## config.mk

```make
export PLATFORM = sky130hd
export DESIGN_NAME = data_port
export DESIGN_NICKNAME = d
export VERILOG_FILES = /design/src/rtl/data_port_pkg.sv /design/src/rtl/data_port_cache.sv /design/src/rtl/data_port.sv
export SDC_FILE = /design/constraint.sdc
export NUM_CORES = 1
export LEC_CHECK = 0
export ABC_CLOCK_PERIOD_IN_PS = 1700
export BUFFER_PORTS_ARGS = -buffer_cell sky130_fd_sc_hd__buf_4
export CORE_ASPECT_RATIO = 1.25
export CORE_MARGIN = 2
export CORE_UTILIZATION = 39
export CTS_BUF_LIST = sky130_fd_sc_hd__clkbuf_8 sky130_fd_sc_hd__clkbuf_16
export CTS_CLUSTER_SIZE = 20
export DETAILED_ROUTE_END_ITERATION = 8
export PLACE_DENSITY = 0.75
export SLEW_MARGIN = 20
export SYNTH_ARGS = -nofsm -noshare
export SYNTH_HDL_FRONTEND = slang
export SYNTH_HIERARCHICAL = 1
export SYNTH_SLANG_ARGS = --single-unit
```

## constraint.sdc

```tcl
create_clock -name clock -period 1.7 [get_ports clock]
set_input_delay 0.085 -clock clock [delete_from_list [all_inputs] [get_ports clock]]
set_output_delay 0.085 -clock clock [all_outputs]
set_load 0.005 [all_outputs]
```

## src/rtl/data_port_pkg.sv

```systemverilog
`default_nettype none
// ============================================================================
// Module      : data_port_pkg
// Description : Shared types for the data_port load unit: register-width
//               value type and the load state machine encoding.
// Revision    : 1.0 - initial release
// ============================================================================
package data_port_pkg;

    localparam int c_regval_width = 32;

    typedef logic [c_regval_width-1:0] regval_t;

    typedef enum logic [1:0] {
        IDLE  = 2'd0,
        ISSUE = 2'd1,
        WAIT  = 2'd2,
        DONE  = 2'd3
    } data_port_state_t;

endpackage
`default_nettype wire

```

## src/rtl/data_port_cache.sv

```systemverilog
`default_nettype none
// ============================================================================
// Module      : data_port_cache
// Description : One-entry load response cache (tag, value, valid). Stores
//               invalidate the entry by address; a store to the address being
//               filled suppresses the fill.
// Revision    : 1.0 - initial release
// ============================================================================
module data_port_cache
    import data_port_pkg::*;
(
    input  logic    clock,
    input  logic    reset,
    input  regval_t lookup_address,
    input  logic    snoop_enable,
    input  regval_t snoop_address,
    input  logic    fill_enable,
    input  regval_t fill_address,
    input  regval_t fill_data,
    output logic    hit,
    output regval_t hit_data
);

    logic    r_valid;
    regval_t r_tag;
    regval_t r_value;
    logic    w_snoop_tag;
    logic    w_snoop_fill;
    logic    w_snoop_lookup;
    logic    w_do_fill;

    assign w_snoop_tag    = snoop_enable && (snoop_address == r_tag);
    assign w_snoop_fill   = snoop_enable && (snoop_address == fill_address);
    assign w_snoop_lookup = snoop_enable && (snoop_address == lookup_address);
    assign w_do_fill      = fill_enable && !w_snoop_fill;

    // Entry update: an invalidate always beats a fill landing on the same edge
    always_ff @(posedge clock) begin
        if (reset) begin
            r_valid <= 1'b0;
            r_tag   <= '0;
            r_value <= '0;
        end else begin
            if (w_do_fill) begin
                r_tag   <= fill_address;
                r_value <= fill_data;
            end
            if (w_snoop_tag) begin
                r_valid <= 1'b0;
            end else if (w_do_fill) begin
                r_valid <= 1'b1;
            end
        end
    end

    // A store to the looked-up address in the same cycle forces a miss
    assign hit      = r_valid && (r_tag == lookup_address) && !w_snoop_lookup;
    assign hit_data = r_value;

endmodule
`default_nettype wire

```

## src/rtl/data_port.sv

```systemverilog
`default_nettype none
// ============================================================================
// Module      : data_port
// Description : Read-stage load port. Captures a load address, issues one
//               backend read, and returns a single data_valid strobe while the
//               requester still presents the same address. Requests abandoned
//               mid-flight are completed on the backend and discarded.
//               Optional response cache enabled by `define DATA_PORT_CACHE_EN.
// Revision    : 1.0 - initial release
// ============================================================================
module data_port
    import data_port_pkg::*;
(
    input  logic    clock,
    input  logic    reset,
    input  logic    address_enable,
    input  regval_t address,
    output logic    data_valid,
    output regval_t data,
    output logic    mem_read,
    output regval_t mem_address,
    input  logic    mem_waitrequest,
    input  logic    mem_readdatavalid,
    input  regval_t mem_readdata,
    input  logic    snoop_enable,
    input  regval_t snoop_address
);

    data_port_state_t r_state;
    data_port_state_t w_next_state;
    regval_t          r_req_addr;
    regval_t          r_data;
    logic             r_stale;
    logic             w_capture;
    logic             w_in_flight;
    logic             w_abort;
    logic             w_complete;
    logic             w_stale_now;
    logic             w_hit;
    regval_t          w_hit_data;

    assign w_capture   = (r_state == IDLE) && address_enable;
    assign w_in_flight = (r_state == ISSUE) || (r_state == WAIT);
    assign w_abort     = w_in_flight && (!address_enable || (address != r_req_addr));
    assign w_complete  = (r_state == WAIT) && mem_readdatavalid;
    // An abort seen on the completion edge itself must also discard the data
    assign w_stale_now = r_stale || w_abort;

`ifdef DATA_PORT_CACHE_EN
    logic    r_snooped;
    logic    w_snoop_req;
    logic    w_fill;
    logic    w_cache_hit;

    assign w_snoop_req = snoop_enable &&
                         (snoop_address == (w_capture ? address : r_req_addr));
    assign w_fill      = w_complete && !w_stale_now && !r_snooped;
    assign w_hit       = w_cache_hit;

    // Remember whether a store hit the outstanding request so its data is not cached
    always_ff @(posedge clock) begin
        if (reset) begin
            r_snooped <= 1'b0;
        end else if (w_capture) begin
            r_snooped <= w_snoop_req;
        end else if (w_in_flight && w_snoop_req) begin
            r_snooped <= 1'b1;
        end
    end

    data_port_cache u_cache (
        .clock          (clock),
        .reset          (reset),
        .lookup_address (address),
        .snoop_enable   (snoop_enable),
        .snoop_address  (snoop_address),
        .fill_enable    (w_fill),
        .fill_address   (r_req_addr),
        .fill_data      (mem_readdata),
        .hit            (w_cache_hit),
        .hit_data       (w_hit_data)
    );
`else
    logic w_unused_snoop;

    assign w_hit          = 1'b0;
    assign w_hit_data     = '0;
    assign w_unused_snoop = snoop_enable ^ (^snoop_address);
`endif

    // State register
    always_ff @(posedge clock) begin
        if (reset) begin
            r_state <= IDLE;
        end else begin
            r_state <= w_next_state;
        end
    end

    // Next-state decode
    always_comb begin
        w_next_state = r_state;
        case (r_state)
            IDLE:    if (address_enable)    w_next_state = w_hit ? DONE : ISSUE;
            ISSUE:   if (!mem_waitrequest)  w_next_state = WAIT;
            WAIT:    if (mem_readdatavalid) w_next_state = w_stale_now ? IDLE : DONE;
            DONE:                           w_next_state = IDLE;
            default:                        w_next_state = IDLE;
        endcase
    end

    // Request address, abort flag and registered load result
    always_ff @(posedge clock) begin
        if (reset) begin
            r_req_addr <= '0;
            r_stale    <= 1'b0;
            r_data     <= '0;
        end else begin
            if (w_capture) begin
                r_req_addr <= address;
                r_stale    <= 1'b0;
                if (w_hit) begin
                    r_data <= w_hit_data;
                end
            end else if (w_abort) begin
                r_stale <= 1'b1;
            end
            if (w_complete) begin
                r_data <= mem_readdata;
            end
        end
    end

    // Outputs: backend request in ISSUE, response strobe only while the address still matches
    always_comb begin
        mem_read    = (r_state == ISSUE);
        mem_address = r_req_addr;
        data_valid  = (r_state == DONE) && address_enable && (address == r_req_addr);
    end

    assign data = r_data;

endmodule
`default_nettype wire

```

==> metrics.yaml <==
start_kind: "register"
die-width_um: 80.4
synthTopCellsByCount: "131 x sky130_fd_sc_hd__nand2_1, 67 x sky130_fd_sc_hd__dfxtp_1, 66 x sky130_fd_sc_hd__a21oi_1, 18 x sky130_fd_sc_hd__clkbuf_1, 18 x sky130_fd_sc_hd__xor2_1"
critical_path_class: "register to output pin"
main_combinational_cell_family_by_area_after_synthesis: "simple AND/OR/NAND/NOR gates"
dp_hpwl_um: 6020
cts_tree: "built"
design_power_total_mw: 5.38
setup_repair_after_global_routing_missed_its_margin: "yes"
clkLatencyLatePin_ps: 330
gp_congestion: 0.885
synth.mux.area_fraction_pct: 0
timing.critical_path.required_ps: 1620
dr.first_iter.drc_count: 177
syn_avg_cell_area_um2: 7.83
final.period_utilization_pct: 122
post-synth-top-count-cell: "sky130_fd_sc_hd__nand2_1"
violations: "negative setup slack"
fin_ws_ps: -381
route.detailed.drc: 0
max-clock-path-buffers: 2
power_density_nw_per_um2: 1150
cts-buffers-inserted: 9
hp-class: "input pin to register"
post_drt_wl_per_cell_um: 13.6
synth-edff-count: 0
area_growth_pct: 65.2
tightest_slew_ps: 503
maxSlewViolCount: 0
core_region_area_um2: 7020
overall_die_area_um2: 8000
maxCapViolations: 0
finClkSkew_ps: 8.53
netlist_top_cells_area: "sky130_fd_sc_hd__dfxtp_1 47%, sky130_fd_sc_hd__nand2_1 17%, sky130_fd_sc_hd__a21oi_1 12%"
detail-route-antenna-nets: 0
post_synth_num_cell_types: 23
post_synth_inst_count: 363
chipHeight_um: 99.5
yosys.area_share.xor_xnor_pct: 9.85
setup.reg_to_reg.worst_slack_ps: -250
finalWirelength_um: 8710
yosys_warnings: 6
io_pins: 168
hold_violations: 0
placement.io_buffers: 134
synth_async_sr_flop_share_pct: 0
rows: 34
fill_cells: 574
vias: 3119
setup-tns-final_ps: -993
post_synth_fa_ha_maj_area_fraction_pct: 2.20
clock_sinks: 67
static-leakage-power_nw: 2.09
synth-simple-area-share_pct: 24.2
num-nets-final: 652
grt_max_degree: 47
gr-usage-all-layers_pct: 22.1
yosys_register_bits: 67
synth.cell_area_um2: 2840
synth_largest_area_cell: "sky130_fd_sc_hd__dfxtp_1"
slew_headroom_pct: 66.5
nets_in_the_synthesized_netlist: 470
grt_first_pass_wirelength_um: 13900
setup.worst_path.end_class: "output pin"
drt_pre_antenna_iters: 4
worst-path-max-fanout: 2
antenna_cells: 0
worstPathArrival_ps: 2000
sequential_area_share_after_synthesis_pct: 47.2
outcome: "complete, but fails checks"
ir_worst_vdd_v: 0.000700
cts_root_buf: "sky130_fd_sc_hd__clkbuf_8"
clkTransAtPathRegs_ps: 80
synth_flop_cell: "sky130_fd_sc_hd__dfxtp_1"
grt_pass1_vias: 3128
finalSetupViolCount: 4
globalRouteOverflowTotal: 0
cts_max_level: 3
max_clock_freq_mhz: 481
number_of_antenna_violations_at_the_first_check_in_global_routing: 0
share_of_the_synthesized_area_in_compound_gates_ao_oa_aoi_oai_pct: 13.0
post_route_cells_drive_above_1_share_pct: 34.4
finalHoldWorstSlack_ps: 7.99
initial_utilization_pct: 40.5
fin_crit_ps: 2080
synth_top_area_share_pct: 47.2
post_drt_via_cell_ratio: 4.87
[area by class of cell]
cell class,count,area [um2],share of cell area (%)
multi-input combinational,270,1440,30.6
tap,90,113,2.40
sequential,67,1350,28.7
timing repair buffer,192,1540,32.7
clock inverter,6,104,2.21
inverter,5,18.8,0.400
clock buffer,10,138,2.93
[flip-flops by register name, summed over array words and instances, names as in the netlist]
register,count
mem_address,32
r_stale,1
r_state,2
data,32
[worst paths after layout]
check	from	end	cells past startpoint
setup / recovery	mem_address[10]	data_valid	8
hold reg to reg	data[25]	data[25]	2
setup reg to reg	mem_address[10]	r_state[1]	7
hold / removal	address[20]	mem_address[20]	3
[where the power goes]
part | switching [mW] | internal [mW]
registers | 0.182 | 1.82
logic | 0.880 | 0.912
clock network | 0.588 | 1.00
[logic make-up (layout without fill, tap and decap cells)]
group                    Yosys count  after routing
AO/OA/AOI/OAI                     70             70
XOR/XNOR                          32             32
adder cells (fa/ha/maj)            5              5
buffers and inverters             26            213
flip-flops                        67             67
AND/OR/NAND/NOR                  163            163
[timing repair]
action                                  CTS  global route
endpoints found under the setup margin    4             4
hold buffers                             32             1
pin swaps                                 5             5
buffers inserted                          1             0
cloned                                    0             0
gates resized for setup                   1             1
hold endpoints to repair                 32             1
[worst max-delay path, stage by stage, from the launching register on]
cell and delay [ps]:
sky130_fd_sc_hd__dfxtp_2 340, sky130_fd_sc_hd__xnor2_2 160, sky130_fd_sc_hd__buf_4 130, sky130_fd_sc_hd__nand4_1 100
sky130_fd_sc_hd__nor4bb_1 330, sky130_fd_sc_hd__nand4_1 150, sky130_fd_sc_hd__nor4_2 150, sky130_fd_sc_hd__and2_1 180
sky130_fd_sc_hd__buf_4 110
[per-stage QoR]
step | worst slack (ps) | util (%) | instance area [um2] | instances
after floorplan | 1.11 | - | 2880 | 363
after global placement | -228 | 58.5 | 4100 | 590
after detailed placement | -224 | 58.5 | 4100 | 590
after CTS | -393 | 66.7 | 4680 | 639
after global routing | -550 | 66.9 | 4700 | 640
final | -381 | 66.9 | 4700 | 640
[metal layers]
metal	vias up	global-route usage, %	wire length, um
met5	-	0	0
met4	0	9.91	255
met3	24	5.54	617
met2	121	39.4	4500
met1	1420	24.3	3340
li1	1554	-	-
[cells in the final DEF, fill, tap and decap left out, types with 2 or more instances in the layout]
cell and count:
sky130_fd_sc_hd__dfxtp_2 7, sky130_fd_sc_hd__xor2_1 18, sky130_fd_sc_hd__buf_4 158, sky130_fd_sc_hd__nor4_1 5, sky130_fd_sc_hd__nand4_1 8, sky130_fd_sc_hd__bufinv_16 3, sky130_fd_sc_hd__dlygate4sd3_1 33, sky130_fd_sc_hd__clkbuf_8 10
sky130_fd_sc_hd__xnor2_1 10, sky130_fd_sc_hd__nor2_1 8, sky130_fd_sc_hd__nand2_1 131, sky130_fd_sc_hd__inv_1 6, sky130_fd_sc_hd__xnor2_2 4, sky130_fd_sc_hd__ha_1 5, sky130_fd_sc_hd__clkinv_2 2, sky130_fd_sc_hd__dfxtp_1 60
sky130_fd_sc_hd__and2_1 4, sky130_fd_sc_hd__a21oi_1 66, sky130_fd_sc_hd__o31a_2 2
No activity file was read; power rests on OpenSTA's default activity.
